**src/rtl/arb_pkg.sv**
```systemverilog
`default_nettype none
// ============================================================================
// Module      : arb_pkg
// Description : Shared types and defaults for the instruction/data bus
//               arbiter: FSM state encoding, memory access size codes and
//               the default anti-starvation limit.
// Revision    : 1.0 - initial release
// ============================================================================
package arb_pkg;

    typedef enum logic [1:0] {
        IDLE    = 2'd0,
        SERVE_I = 2'd1,
        SERVE_D = 2'd2
    } arb_state_t;

    typedef enum logic [2:0] {
        MSIZE1 = 3'd0,
        MSIZE2 = 3'd1,
        MSIZE4 = 3'd2,
        MSIZE8 = 3'd3
    } msize_t;

    // Consecutive data grants tolerated while a fetch is waiting.
    localparam int unsigned AGE_LIMIT_DEFAULT = 4;

endpackage
`default_nettype wire

```
**src/rtl/bus_arbiter_if.sv**
```systemverilog
`default_nettype none
// ============================================================================
// Module      : bus_arbiter_if
// Description : Bundle of the instruction requester, data requester and
//               shared memory-port signals around the bus arbiter.
//               slave  : arbiter view (serves requesters, drives memory port)
//               master : environment view (requesters and memory)
// Revision    : 1.0 - initial release
// ============================================================================
interface bus_arbiter_if;
    import arb_pkg::*;

    // instruction requester
    logic        i_valid;
    logic [63:0] i_addr;
    logic        i_data_ok;
    logic [31:0] i_data;

    // data requester
    logic        d_valid;
    logic [63:0] d_addr;
    msize_t      d_size;
    logic [7:0]  d_strobe;
    logic [63:0] d_wdata;
    logic        d_data_ok;
    logic [63:0] d_rdata;

    // shared memory port
    logic        c_valid;
    logic [63:0] c_addr;
    msize_t      c_size;
    logic [7:0]  c_strobe;
    logic [63:0] c_wdata;
    logic        c_ready;
    logic [63:0] c_rdata;

    modport slave (
        input  i_valid, i_addr,
        input  d_valid, d_addr, d_size, d_strobe, d_wdata,
        input  c_ready, c_rdata,
        output i_data_ok, i_data,
        output d_data_ok, d_rdata,
        output c_valid, c_addr, c_size, c_strobe, c_wdata
    );

    modport master (
        output i_valid, i_addr,
        output d_valid, d_addr, d_size, d_strobe, d_wdata,
        output c_ready, c_rdata,
        input  i_data_ok, i_data,
        input  d_data_ok, d_rdata,
        input  c_valid, c_addr, c_size, c_strobe, c_wdata
    );

endinterface
`default_nettype wire

```
**src/rtl/bus_arbiter.sv**
```systemverilog
`default_nettype none
// ============================================================================
// Module      : bus_arbiter
// Description : Two-requester arbiter sharing one single-beat memory port
//               between instruction fetch and data access. Data wins ties
//               unless the fetch has been passed over AGE_LIMIT times in a
//               row. The winner's request is latched onto the port and held
//               until the memory answers with c_ready.
// Revision    : 1.0 - initial release
// ============================================================================
module bus_arbiter
    import arb_pkg::*;
#(
    // Must fit the 3-bit age counter (0..7).
    parameter int unsigned AGE_LIMIT = AGE_LIMIT_DEFAULT
) (
    input  wire          clk,
    input  wire          rst,
    bus_arbiter_if.slave bus
);

    localparam logic [2:0] AGE_MAX = 3'(AGE_LIMIT);

    arb_state_t state;
    logic [2:0] age_cnt;
    logic       pick_d;
    logic       pick_i;

    // Priority pick: data first, unless the waiting fetch has aged out.
    always_comb begin
        pick_d = bus.d_valid && !(bus.i_valid && (age_cnt == AGE_MAX));
        pick_i = bus.i_valid && !pick_d;
    end

    // Grant FSM with the latched memory-port request; reset abandons any
    // transaction in flight and clears the port immediately.
    always_ff @(posedge clk or posedge rst) begin
        if (rst) begin
            state        <= IDLE;
            age_cnt      <= 3'd0;
            bus.c_valid  <= 1'b0;
            bus.c_addr   <= 64'd0;
            bus.c_size   <= MSIZE1;
            bus.c_strobe <= 8'd0;
            bus.c_wdata  <= 64'd0;
        end else begin
            case (state)
                IDLE: begin
                    if (pick_d) begin
                        state        <= SERVE_D;
                        bus.c_valid  <= 1'b1;
                        bus.c_addr   <= bus.d_addr;
                        bus.c_size   <= bus.d_size;
                        bus.c_strobe <= bus.d_strobe;
                        bus.c_wdata  <= bus.d_wdata;
                        // Only a grant that passes over a waiting fetch ages it.
                        if (!bus.i_valid) begin
                            age_cnt <= 3'd0;
                        end else if (age_cnt < AGE_MAX) begin
                            age_cnt <= age_cnt + 3'd1;
                        end
                    end else if (pick_i) begin
                        state        <= SERVE_I;
                        bus.c_valid  <= 1'b1;
                        bus.c_addr   <= bus.i_addr;
                        bus.c_size   <= MSIZE4;
                        bus.c_strobe <= 8'd0;
                        bus.c_wdata  <= 64'd0;
                        age_cnt      <= 3'd0;
                    end else begin
                        // Nothing pending here means no fetch is waiting.
                        age_cnt <= 3'd0;
                    end
                end
                SERVE_I, SERVE_D: begin
                    if (bus.c_ready) begin
                        state       <= IDLE;
                        bus.c_valid <= 1'b0;
                    end
                end
                default: begin
                    state       <= IDLE;
                    bus.c_valid <= 1'b0;
                end
            endcase
        end
    end

    // Completion pulses follow c_ready in the owning state; read data is
    // steered straight from the memory port.
    always_comb begin
        bus.i_data_ok = (state == SERVE_I) && bus.c_ready;
        bus.d_data_ok = (state == SERVE_D) && bus.c_ready;
        bus.i_data    = bus.c_addr[2] ? bus.c_rdata[63:32] : bus.c_rdata[31:0];
        bus.d_rdata   = bus.c_rdata;
    end

endmodule
`default_nettype wire

```
**src/flat_wrapper.sv**
```systemverilog
// flat-port wrapper written by rule: the top's interface ports become plain ports
module bus_arbiter_flat import arb_pkg::*;
#(
                                             
    parameter int unsigned AGE_LIMIT = AGE_LIMIT_DEFAULT
)
  (clk, rst, bus_i_valid, bus_i_addr, bus_d_valid, bus_d_addr, bus_d_size, bus_d_strobe, bus_d_wdata, bus_c_ready, bus_c_rdata, bus_i_data_ok, bus_i_data, bus_d_data_ok, bus_d_rdata, bus_c_valid, bus_c_addr, bus_c_size, bus_c_strobe, bus_c_wdata);
  bus_arbiter_if bus_i ();
  input  wire clk;
  input  wire rst;
  input wire logic [$bits(bus_i.i_valid)-1:0] bus_i_valid;
  input wire logic [$bits(bus_i.i_addr)-1:0] bus_i_addr;
  input wire logic [$bits(bus_i.d_valid)-1:0] bus_d_valid;
  input wire logic [$bits(bus_i.d_addr)-1:0] bus_d_addr;
  input wire logic [$bits(bus_i.d_size)-1:0] bus_d_size;
  input wire logic [$bits(bus_i.d_strobe)-1:0] bus_d_strobe;
  input wire logic [$bits(bus_i.d_wdata)-1:0] bus_d_wdata;
  input wire logic [$bits(bus_i.c_ready)-1:0] bus_c_ready;
  input wire logic [$bits(bus_i.c_rdata)-1:0] bus_c_rdata;
  output wire logic [$bits(bus_i.i_data_ok)-1:0] bus_i_data_ok;
  output wire logic [$bits(bus_i.i_data)-1:0] bus_i_data;
  output wire logic [$bits(bus_i.d_data_ok)-1:0] bus_d_data_ok;
  output wire logic [$bits(bus_i.d_rdata)-1:0] bus_d_rdata;
  output wire logic [$bits(bus_i.c_valid)-1:0] bus_c_valid;
  output wire logic [$bits(bus_i.c_addr)-1:0] bus_c_addr;
  output wire logic [$bits(bus_i.c_size)-1:0] bus_c_size;
  output wire logic [$bits(bus_i.c_strobe)-1:0] bus_c_strobe;
  output wire logic [$bits(bus_i.c_wdata)-1:0] bus_c_wdata;
  assign bus_i.i_valid = bus_i_valid;
  assign bus_i.i_addr = bus_i_addr;
  assign bus_i.d_valid = bus_d_valid;
  assign bus_i.d_addr = bus_d_addr;
  assign bus_i.d_size = bus_d_size;
  assign bus_i.d_strobe = bus_d_strobe;
  assign bus_i.d_wdata = bus_d_wdata;
  assign bus_i.c_ready = bus_c_ready;
  assign bus_i.c_rdata = bus_c_rdata;
  assign bus_i_data_ok = bus_i.i_data_ok;
  assign bus_i_data = bus_i.i_data;
  assign bus_d_data_ok = bus_i.d_data_ok;
  assign bus_d_rdata = bus_i.d_rdata;
  assign bus_c_valid = bus_i.c_valid;
  assign bus_c_addr = bus_i.c_addr;
  assign bus_c_size = bus_i.c_size;
  assign bus_c_strobe = bus_i.c_strobe;
  assign bus_c_wdata = bus_i.c_wdata;
  bus_arbiter #(.AGE_LIMIT(AGE_LIMIT)) u_core (.clk(clk), .rst(rst), .bus(bus_i));
endmodule
```
**config.mk**
```make
export PLATFORM = sky130hd
export DESIGN_NAME = bus_arbiter_flat
export DESIGN_NICKNAME = d
export VERILOG_FILES = /design/src/rtl/arb_pkg.sv /design/src/rtl/bus_arbiter_if.sv /design/src/rtl/bus_arbiter.sv /design/src/flat_wrapper.sv
export SDC_FILE = /design/constraint.sdc
export NUM_CORES = 1
export LEC_CHECK = 0
export BUFFER_PORTS_ARGS = -buffer_cell sky130_fd_sc_hd__buf_4
export CORE_AREA = 5 5 196 198
export CTS_BUF_LIST = sky130_fd_sc_hd__clkbuf_8
export CTS_CLUSTER_DIAMETER = 40
export CTS_CLUSTER_SIZE = 16
export DETAILED_ROUTE_END_ITERATION = 7
export DIE_AREA = 0 0 201 203
export RECOVER_POWER = 100
export SYNTH_ARGS = -nofsm -noshare
export SYNTH_HDL_FRONTEND = slang
export SYNTH_SLANG_ARGS = --single-unit
```
**constraint.sdc**
```tcl
create_clock -name clk -period 5.2 [get_ports clk]
set_clock_uncertainty 0.2 [all_clocks]
set_input_delay 0.78 -clock clk [delete_from_list [all_inputs] [get_ports clk]]
set_output_delay 0.78 -clock clk [all_outputs]
set_load 0.03 [all_outputs]
```
==> flow_summary_export.csv, run 1 <==
group,metric,value,unit
outcome,status,"finished with violations",
outcome,violations,"capacitance limit, slew limit",
layout,nNetsFinal,1359,
placement,port_buffers,509,
sta,rsz0062_at_grt,"no",
critical_path,crit_type,"flop to output port",
logic_synthesis,synth_async_sr_flop_share,1.00,
critical_path,r2r_start,"u_core.age_cnt[0]",
route,drt_iter0_drc,521,
clocking,cts-buffers-inserted,17,
clocking,cts-hold-fix-buffers,0,
layout,syn2layout_area_growth,43.8,%
logic_synthesis,synth_cells,676,
grt,antenna_found_initial,2,
placement,globalplace.congestion,0.825,
sta,layout_setup_ws,1.32,ns
sta,slew_headroom,-0.757,
sta,timing.hold.ws,0.251,ns
clocking,clk_pin_slew,0.09,ns
clocking,clk_path_buf_depth,2,
power,leakage,0.00461,µW
clocking,cts_setup_buffers,0,
logic_synthesis,synthFlopType,"dfrtp_1",
power,clockPowerShare,0.140,
logic_synthesis,ys_warn_count,0,
sta,min_period_over_period,0.747,
clocking,htree_levels,4,
critical_path,r2r-end,"u_core.bus.c_addr[35]",
grt,grt_pass1_vias,7053,
power,intPower,3100,µW
grt,grt.total_usage,0.145,
sta,final.setup.tns,0,ns
layout,drive_above_1_share,0.313,
sta,tightest_slew,2.64,ns
route,dr.pass1.iters,5,
clocking,clockRootBuffer,"clkbuf_8",
floorplanning,die_w,201,µm
placement,placed_cells,1531,
critical_path,crit_path_end,"bus_i_data[0]",
run,max-cap-violations,3,
route,viasPerCell,4.40,
route,via_count,6880,
power,p_sw,3450,µW
critical_path,ff2ff_setup_slack,1.36,ns
critical_path,cp_max_fo,33,
grt,grt_pass1_wl,46.0,mm
critical_path,crit_required,4.22,ns
floorplanning,initial_core_util,0.197,
sta,final_max_slew_viol_count,129,
power,pwr-share-seq,0.306,
critical_path,cp_common_cell,"clkbuf_1",
critical_path,crit_arrival,2.90,ns
logic_synthesis,yosysSeqAreaShare,0.507,
route,post_drt_wl_per_cell,19.9,µm
floorplanning,core-area,0.0363,mm²
sta,fmax,0.258,GHz
floorplanning,num_rows,70,
route,drc,0,
sta,hold_violations,0,
critical_path,worst_path_max_delay_cell,"clkbuf_1",
power,ir_drop,0.000238,V
power,power_per_cell_area,637,mW/mm²
critical_path,slowest_delay,1.26,ns
logic_synthesis,ys_seq_elements,145,
critical_path,r2r_cells,6,
sta,fin_crit,3.88,ns
clocking,clock-sinks,145,
critical_path,end_kind,"output port",
grt,grt-ovfl-total,0,
logic_synthesis,synthDistinctLibCells,30,
min_path,hold_path_class,"input port to asynchronous set/reset pin",
clocking,insertion_delay,0.47,ns
sta,finalSetupViolCount,0,
power,combPwrFrac,0.554,
floorplanning,die_y,203,µm
grt,grt_max_degree,135,
critical_path,critPathLaunchType,"flop",
floorplanning,num_io_pins,510,
logic_synthesis,synth_nets,953,
placement,post-dp-hpwl,23.3,mm
route,wl,31.2,mm
critical_path,cpLargestDelayFamily,"buffers and inverters",
critical_path,crit_start,"u_core.bus.c_addr[2]",
route,antenna_left,0,
floorplanning,die_area,0.0408,mm²
clocking,cts_tree,"built",
power,total_power,6550,µW
critical_path,crit_chain,"clkbuf_1 > mux2_2 > clkbuf_1",
critical_path,worst-path-buf-inv,2,
critical_path,path_depth,3,
logic_synthesis,synth_area,0.00715,mm²
clocking,cts.repair.resized,0,
placement,pre_cts_slack,1.99,ns
logic_synthesis,syn_avg_cell_area,10.6,µm²
power,switching_share,0.527,
layout,final_cells,1564,
logic_synthesis,synth_enable_flop_cells,0,
-- worst min-delay path by stage --
stage | startpoint | to | slack (ns) | depth (start not counted)
floorplan | u_core.age_cnt[1] | u_core.age_cnt[1] | 0.28 | 1
global placement | u_core.bus.c_addr[53] | u_core.bus.c_addr[53] | 0.28 | 2
detailed placement | u_core.bus.c_addr[54] | u_core.bus.c_addr[54] | 0.29 | 2
CTS | rst | u_core.bus.c_wdata[34] | 0.24 | 2
global route | bus_d_wdata[28] | u_core.bus.c_wdata[28] | 0.25 | 2
finish | rst | u_core.bus.c_wdata[34] | 0.25 | 2
-- Yosys cell counts, types with 2 or more instances --
master    count  area (µm²)
buf_4        69         518
mux2_2       32         360
a21o_1        2        15.0
clkbuf_1     19        71.3
a21oi_1       7        35.0
buf_6        12         135
and2_1        2        12.5
nand4_1      64         400
dfrtp_1     145        3630
ha_1          5        62.6
a22o_1       74         648
o211ai_2      3        37.5
o211ai_1     61         458
buf_2        28         140
nor2_1        3        11.3
nand4b_1      2        17.5
nand2_1     129         484
inv_1         7        26.3
-- power by group through the flow --
stage | logic (µW) | clock network, µW | registers (µW)
3_5_place_dp | 4230 | 0 | 2030
2_1_floorplan | 1520 | 0 | 3090
5_1_grt | 3870 | 1010 | 2080
4_1_cts | 4230 | 961 | 2020
6_report | 3630 | 919 | 2010
3_3_place_gp | 4200 | 0 | 2020
-- per-stage QoR --
stage | cell area [µm²] | utilization
after CTS | 11200 | 0.307
after detailed placement | 10800 | 0.296
after floorplan | 7150 | -
after global routing | 10300 | 0.283
final | 10300 | 0.283
after global placement | 10800 | 0.296
-- state kept, by name, indices dropped and copies added, names as in the netlist --
register	flops
u_core.bus.c_size	3
u_core.bus.c_wdata	64
u_core.age_cnt	3
u_core.bus.c_valid	1
u_core.state	2
u_core.bus.c_addr	64
u_core.bus.c_strobe	8
-- cell usage in the layout, fill, tap and decap left out, drive strengths merged --
cell type / instances
o21ai: 2
a21o: 2
ha: 5
clkinvlp: 3
o21a: 1
diode: 1
nor2: 3
o2bb2ai: 1
nand3: 2
nand2b: 1
and2: 3
clkbuf: 244
nand2: 129
nand4b: 2
mux2: 32
dfrtp: 145
nand4: 64
o211ai: 64
bufinv: 1
a21oi: 7
a32o: 1
a22o: 74
and3: 1
inv: 17
or2: 1
buf: 290
-- per-layer routing --
metal	vias to the layer above	routed length [µm]	GRT usage
li1	3203	-	-
met1	3271	12900	0.186
met2	368	14900	0.231
met3	38	2600	0.0471
met4	0	802	0.0529
met5	-	0	0
-- cells by family after synthesis --
logic type / Yosys count / share of synthesized area
AOI/OAI and AO/OA: 152 / 0.172
adders and majority gates: 5 / 0.00875
buffers and inverters: 136 / 0.125
DFF: 145 / 0.507
muxes: 32 / 0.0504
and+or+nand+nor: 206 / 0.136
-- final cells by class --
| cell class | instances | area, µm² |
|---|---|---|
| Antenna cell | 1 | 2.50 |
| Clock buffer | 18 | 248 |
| Clock inverter | 14 | 143 |
| Fill cell | 4012 | 26100 |
| Inverter | 7 | 31.3 |
| Multi-Input combinational cell | 395 | 2610 |
| Sequential cell | 145 | 3630 |
| Tap cell | 468 | 586 |
| Timing Repair Buffer | 516 | 3040 |
No activity file was read; power rests on OpenSTA's default activity.
==> run 2: changes to the inputs <==
--- a/config.mk
+++ b/config.mk
@@ -5,13 +5,14 @@
 export SDC_FILE = /design/constraint.sdc
 export NUM_CORES = 1
 export LEC_CHECK = 0
+export ABC_AREA = 1
 export BUFFER_PORTS_ARGS = -buffer_cell sky130_fd_sc_hd__buf_4
-export CORE_AREA = 5 5 196 198
+export CORE_AREA = 5 5 198 200
 export CTS_BUF_LIST = sky130_fd_sc_hd__clkbuf_8
 export CTS_CLUSTER_DIAMETER = 40
 export CTS_CLUSTER_SIZE = 16
 export DETAILED_ROUTE_END_ITERATION = 7
-export DIE_AREA = 0 0 201 203
+export DIE_AREA = 0 0 203 205
 export RECOVER_POWER = 100
 export SYNTH_ARGS = -nofsm -noshare
 export SYNTH_HDL_FRONTEND = slang
==> constraint.sdc (replaced) <==
create_clock -name clk -period 3.45 [get_ports clk]
set_clock_uncertainty 0.2 [all_clocks]
set_input_delay 0.5175 -clock clk [delete_from_list [all_inputs] [get_ports clk]]
set_output_delay 0.5175 -clock clk [all_outputs]
set_load 0.03 [all_outputs]
==> run 2 against run 1 <==
  * The run still ends with capacitance limit, slew limit left
  * Wire length grew 6.6%
  * Worst hold slack lost 0.20 ns
  * Cell count increased by 23%
  * Critical endpoint is now bus_i_data[3]
  * Utilization increased by 1.1 points
  * Final area up 6.5%
  * Register-to-register slack lost 0.67 ns
==> flow_summary_export.csv, run 2 <==
group,metric,value,unit
power,leakage,0.00607,µW
grt,grt_max_degree,146,
sta,rsz0062_at_grt,"no",
layout,regArea,0.00363,mm²
clocking,cts.repair.resized,0,
floorplanning,die_w,203,µm
logic_synthesis,syn_avg_cell_area,7.56,µm²
clocking,cts_setup_buffers,0,
floorplanning,num_io_pins,510,
sta,fmax,0.351,GHz
logic_synthesis,yosys-top-cells-area,"dfrtp_1 47%, nand2_1 21%, nand3_1 8.5%",
min_path,hold_path_class,"input port to flop",
logic_synthesis,synth_area,0.00773,mm²
run,max-cap-violations,2,
logic_synthesis,synth_async_sr_flop_share,1.00,
sta,fin_crit,2.85,ns
clocking,insertion_delay,0.45,ns
sta,final_max_slew_viol_count,189,
grt,gr-usage-met1,0.169,
route,drc,0,
floorplanning,initial_core_util,0.208,
clocking,htree_levels,4,
grt,grt_pass1_wl,47.8,mm
route,drt_iter0_drc,520,
clocking,clockRootBuffer,"clkbuf_8",
clocking,clock-sinks,145,
logic_synthesis,yosysTopAreaCell,"dfrtp_1",
route,viasPerCell,4.08,
layout,antenna_cells,0,
clocking,clk_path_buf_depth,2,
logic_synthesis,synthTopCellsByCount,"438 x nand2_1, 145 x dfrtp_1, 138 x inv_1, 131 x nand3_1, 83 x buf_4",
placement,globalplace.congestion,0.916,
grt,busiest_layer,"met2",
grt,use_met2,0.267,
placement,post-dp-hpwl,26.4,mm
grt,grt_pass1_vias,7834,
sta,slew_headroom,-0.378,
grt,grt_use_met3,0.0421,
floorplanning,num_rows,71,
critical_path,crit_required,2.73,ns
placement,port_buffers,509,
logic_synthesis,synth_enable_flop_cells,0,
logic_synthesis,ys_seq_elements,145,
sta,finalSetupViolCount,0,
layout,drive_above_1_share,0.240,
critical_path,end_kind,"output port",
clocking,clk_pin_slew,0.10,ns
logic_synthesis,synth_top_area_share,0.469,
route,antenna_left,0,
grt,grt-ovfl-total,0,
floorplanning,die_y,205,µm
logic_synthesis,ys_warn_count,0,
layout,final_cells,1927,
floorplanning,core-area,0.0372,mm²
logic_synthesis,synthFlopType,"dfrtp_1",
critical_path,crit_arrival,2.13,ns
placement,placed_cells,1894,
critical_path,ff2ff_setup_slack,0.69,ns
logic_synthesis,synth_most_common_cell,"nand2_1",
sta,tightest_slew,2.07,ns
route,via_count,7859,
grt,antenna_found_initial,0,
logic_synthesis,yosysSeqAreaShare,0.469,
layout,syn2layout_area_growth,41.7,%
sta,min_period_over_period,0.825,
critical_path,crit_type,"flop to output port",
sta,hold_violations,0,
layout,nNetsFinal,1717,
clocking,cts_tree,"built",
route,post_drt_wl_per_cell,17.2,µm
logic_synthesis,synth_nets,1299,
sta,final.setup.tns,0,ns
logic_synthesis,synthDistinctLibCells,16,
floorplanning,die_area,0.0416,mm²
grt,grt.total_usage,0.150,
power,power_per_cell_area,877,mW/mm²
logic_synthesis,synth_cells,1022,
layout,multiInputGateArea,0.00278,mm²
route,dr.pass1.iters,5,
outcome,status,"finished with violations",
layout,top_regs,"u_core.bus.c_addr (64), u_core.bus.c_wdata (64), u_core.bus.c_strobe (8)",
layout,final_cell_mix,"438 x nand2_1, 281 x buf_4, 232 x clkbuf_1",
layout,final_common_cell,"nand2_1",
critical_path,critPathLaunchType,"flop",
power,total_power,9600,µW
clocking,cts-buffers-inserted,17,
power,ir_drop,0.000387,V
layout,nFillCells,4211,
critical_path,cp_max_fo,34,
outcome,violations,"capacitance limit, slew limit",
route,wl,33.2,mm
run 2: cell types whose count changed after synthesis, sizes merged, moves of 3 or more:
| cell | before | now |
|---|---|---|
| inv | 7 | 141 |
| o211ai | 64 | 0 |
| nand3 | 2 | 131 |
| clkbuf | 19 | 11 |
| nand4 | 64 | 2 |
| a21oi | 7 | 1 |
| and2 | 3 | 0 |
| a22o | 74 | 0 |
| nand2 | 129 | 438 |
run 2: path summary, 6_finish.rpt:
check | end | cells past startpoint | start
max | bus_i_data[3] | 3 | u_core.bus.c_addr[2]
min | u_core.bus.c_wdata[61] | 3 | bus_d_wdata[61]
max reg2reg | u_core.bus.c_addr[60] | 8 | u_core.state[0]
min reg2reg | u_core.bus.c_addr[56] | 2 | u_core.bus.c_addr[56]
max in group asynchronous | u_core.bus.c_addr[52] | 3 | rst
min in group asynchronous | u_core.bus.c_size[2] | 3 | rst
run 2: through the flow:
| step | hold slack, ns | setup WS [ns] | area [µm²] | util |
|---|---|---|---|---|
| floorplan | 0.270 | 0.913 | 7730 | - |
| global placement | 0.264 | 0.883 | 11500 | 0.308 |
| detailed placement | 0.266 | 0.856 | 11500 | 0.308 |
| CTS | 0.00123 | 0.860 | 11900 | 0.319 |
| global route | 0.0131 | 0.405 | 11000 | 0.294 |
| finish | 0.0540 | 0.603 | 11000 | 0.294 |
run 2: per-layer routing:
metal | share of wire | vias to the layer above
met5 | 0 | -
met2 | 0.51 | 313
met3 | 0.072 | 35
met4 | 0.039 | 0
met1 | 0.38 | 3657
li1 | - | 3854
run 2: kinds of logic (layout without fill, tap and decap cells):
family,after synthesis,count (layout),share of synthesized area
AO/OA/AOI/OAI,5,5,0.00372
XOR/XNOR,1,1,0.00113
adder cells (fa/ha/maj),5,5,0.00809
buffers and inverters,261,692,0.171
flip-flops,145,145,0.469
multiplexers,32,32,0.0466
AND/OR/NAND/NOR,573,573,0.300
run 2: repair_timing:
item	in CTS	in global routing
endpoints found under the hold margin	1	0
hold buffers	1	0
setup endpoints to repair	0	0
run 2: cell type report:
cell class,count,share of cell area
clock buffers,18,0.0226
inverters,141,0.0487
repair buffers,519,0.276
multi-input cells,616,0.254
well taps,474,0.0541
clock inverters,14,0.0131
flip-flops and latches,145,0.331
run 2: worst max-delay path, cell delays in order, from the launching register on:
cell      delay, ns
dfrtp_1        0.33
clkbuf_2       0.64
mux2_2         0.29
clkbuf_1       0.40
run 2: where the power goes:
group / internal, µW / switching (µW)
Clock: 556 / 793
Combinational: 1270 / 3930
Sequential: 2550 / 504
Total: 4370 / 5230
==> run 3: changes to the inputs <==
==> constraint.sdc (replaced) <==
create_clock -name clk -period 2.6 [get_ports clk]
set_clock_uncertainty 0.2 [all_clocks]
set_input_delay 0.39 -clock clk [delete_from_list [all_inputs] [get_ports clk]]
set_output_delay 0.39 -clock clk [all_outputs]
set_load 0.03 [all_outputs]
==> run 3 against run 2 <==
  * The flow now finishes without violations
  * Flip-flop and latch count unchanged
  * Wire length up 4.1%
  * Total power up 36%
  * Global-route usage up 0.77 points
  * Die area unchanged
  * Via count up 6.7%
  * Critical path depth unchanged
  * Final area up 9.8%
  * First-iteration DRC count down 14%
  * Combinational power up 38%
  * Critical path type unchanged
==> flow_summary_export.csv, run 3 (synthesized netlist as in run 2, its figures left out) <==
group,metric,value,unit
outcome,status,"finished, final reports clean",
power,power_per_cell_area,1090,mW/mm²
sta,fin_crit,2.41,ns
clocking,htree_levels,4,
critical_path,cpLargestDelayFamily,"buffers and inverters",
sta,final.setup.tns,0,ns
route,post_drt_wl_per_cell,17.1,µm
layout,post-route-util,0.323,
sta,slew_headroom,0.268,
critical_path,slowest_delay,0.39,ns
critical_path,crit_type,"flop to output port",
clocking,cts_setup_buffers,0,
grt,grt-ovfl-total,0,
placement,globalplace.congestion,0.925,
clocking,clk_pin_slew,0.09,ns
sta,tightest_slew,1.10,ns
layout,nNetsFinal,1816,
critical_path,r2r_start,"u_core.age_cnt[0]",
clocking,clk_path_buf_depth,2,
clocking,clockRootBuffer,"clkbuf_8",
route,drc,0,
placement,port_buffers,509,
grt,antenna_found_initial,2,
route,via_count,8386,
layout,syn2layout_area_growth,55.6,%
grt,grt.total_usage,0.158,
sta,fmax,0.415,GHz
sta,final_max_slew_viol_count,0,
clocking,clock-sinks,145,
critical_path,r2r_cells,8,
layout,final_cell_mix,"437 x nand2_1, 281 x buf_4, 205 x clkbuf_1",
sta,finalSetupViolCount,0,
min_path,hold_end,"u_core.bus.c_addr[53]",
route,wl,34.6,mm
min_path,hold_depth,5,
layout,final_common_cell,"nand2_1",
floorplanning,die_area,0.0416,mm²
critical_path,end_kind,"output port",
floorplanning,core-area,0.0372,mm²
grt,grt_pass1_vias,8617,
critical_path,cp_max_fo,33,
clocking,cts.repair.resized,0,
power,leakage,0.00659,µW
route,viasPerCell,4.14,
critical_path,ff2ff_setup_slack,0.28,ns
floorplanning,num_io_pins,510,
layout,top_regs,"u_core.bus.c_addr (64), u_core.bus.c_wdata (64), u_core.bus.c_strobe (8)",
floorplanning,die_y,205,µm
power,ir_drop,0.000526,V
min_path,min_from,"bus_i_addr[53]",
min_path,hold_path_class,"input port to flop",
route,antenna_left,0,
layout,drive_above_1_share,0.247,
critical_path,crit_arrival,1.82,ns
clocking,cts_tree,"built",
route,dr.pass1.iters,4,
route,drt_iter0_drc,449,
sta,hold_violations,0,
placement,post-dp-hpwl,26.6,mm
clocking,insertion_delay,0.45,ns
critical_path,crit_chain,"buf_4 > mux2_2 > clkbuf_2",
critical_path,critPathLaunchType,"flop",
critical_path,r2r-end,"u_core.bus.c_wdata[7]",
floorplanning,die_w,203,µm
critical_path,crit_required,2.01,ns
layout,nFillCells,4122,
grt,grt_pass1_wl,50.6,mm
grt,grt_max_degree,78,
placement,placed_cells,1898,
run,max-cap-violations,0,
sta,rsz0062_at_grt,"no",
clocking,cts-buffers-inserted,17,
sta,min_period_over_period,0.926,
floorplanning,initial_core_util,0.208,
layout,final_cells,2028,
critical_path,worst-path-buf-inv,2,
critical_path,worst_path_max_delay_cell,"mux2_2",
floorplanning,num_rows,71,
run 3: per-layer routing:
layer  part of all wire  routed length (µm)  track usage
met5                  0                   0            0
met4              0.034                1190       0.0662
met3              0.067                2330       0.0451
met2               0.52               17900        0.288
met1               0.38               13100        0.171
run 3: worst max-delay path by stage:
stage	to	slack [ns]	startpoint	depth (start not counted)
2_1_floorplan	u_core.age_cnt[0]	0.19	rst	1
3_3_place_gp	u_core.bus.c_addr[29]	0.48	u_core.state[0]	8
3_5_place_dp	u_core.bus.c_addr[27]	0.39	u_core.state[0]	8
4_1_cts	bus_i_data[8]	0.15	u_core.bus.c_addr[2]	3
5_1_grt	u_core.bus.c_wdata[5]	0.06	u_core.age_cnt[0]	8
6_report	bus_i_data[19]	0.19	u_core.bus.c_addr[2]	3
run 3: worst min-delay path: stages:
cell and delay [ns]:
buf_4 0.08, inv_1 0.03, nand2_1 0.05, nand3_1 0.06, nand2_1 0.05
run 3: report_power, final:
group | internal (µW) | switching [µW]
Sequential | 3380 | 671
Clock | 816 | 1020
Combinational | 1880 | 5310
Total | 6070 | 7000
run 3: layout make-up:
cell class	count	area, µm²	share of cell area
diodes	2	5.00	0.000416
inverters	141	533	0.0443
clock inverters	14	144	0.0120
flip-flops and latches	145	3630	0.302
repair buffers	618	4080	0.339
multi-input cells	616	2800	0.233
well taps	474	593	0.0493
clock buffers	18	248	0.0206
run 3: what timing repair did:
action                                  4_1_cts  5_1_grt
endpoints found under the setup margin        0        0
hold buffers                                 96        0
endpoints found under the hold margin       240        0
run 3: per-stage QoR:
stage | hold slack (ns) | area (µm²) | power (µW) | setup slack (ns)
6_report | 0.0417 | 12000 | 13100 | 0.193
5_1_grt | 0.0237 | 12000 | 14000 | 0.0568
4_1_cts | 0.000139 | 12900 | 14400 | 0.152
3_5_place_dp | 0.266 | 11600 | 12300 | 0.388
3_3_place_gp | 0.265 | 11600 | 12200 | 0.481
2_1_floorplan | 0.270 | 7730 | 8910 | 0.191
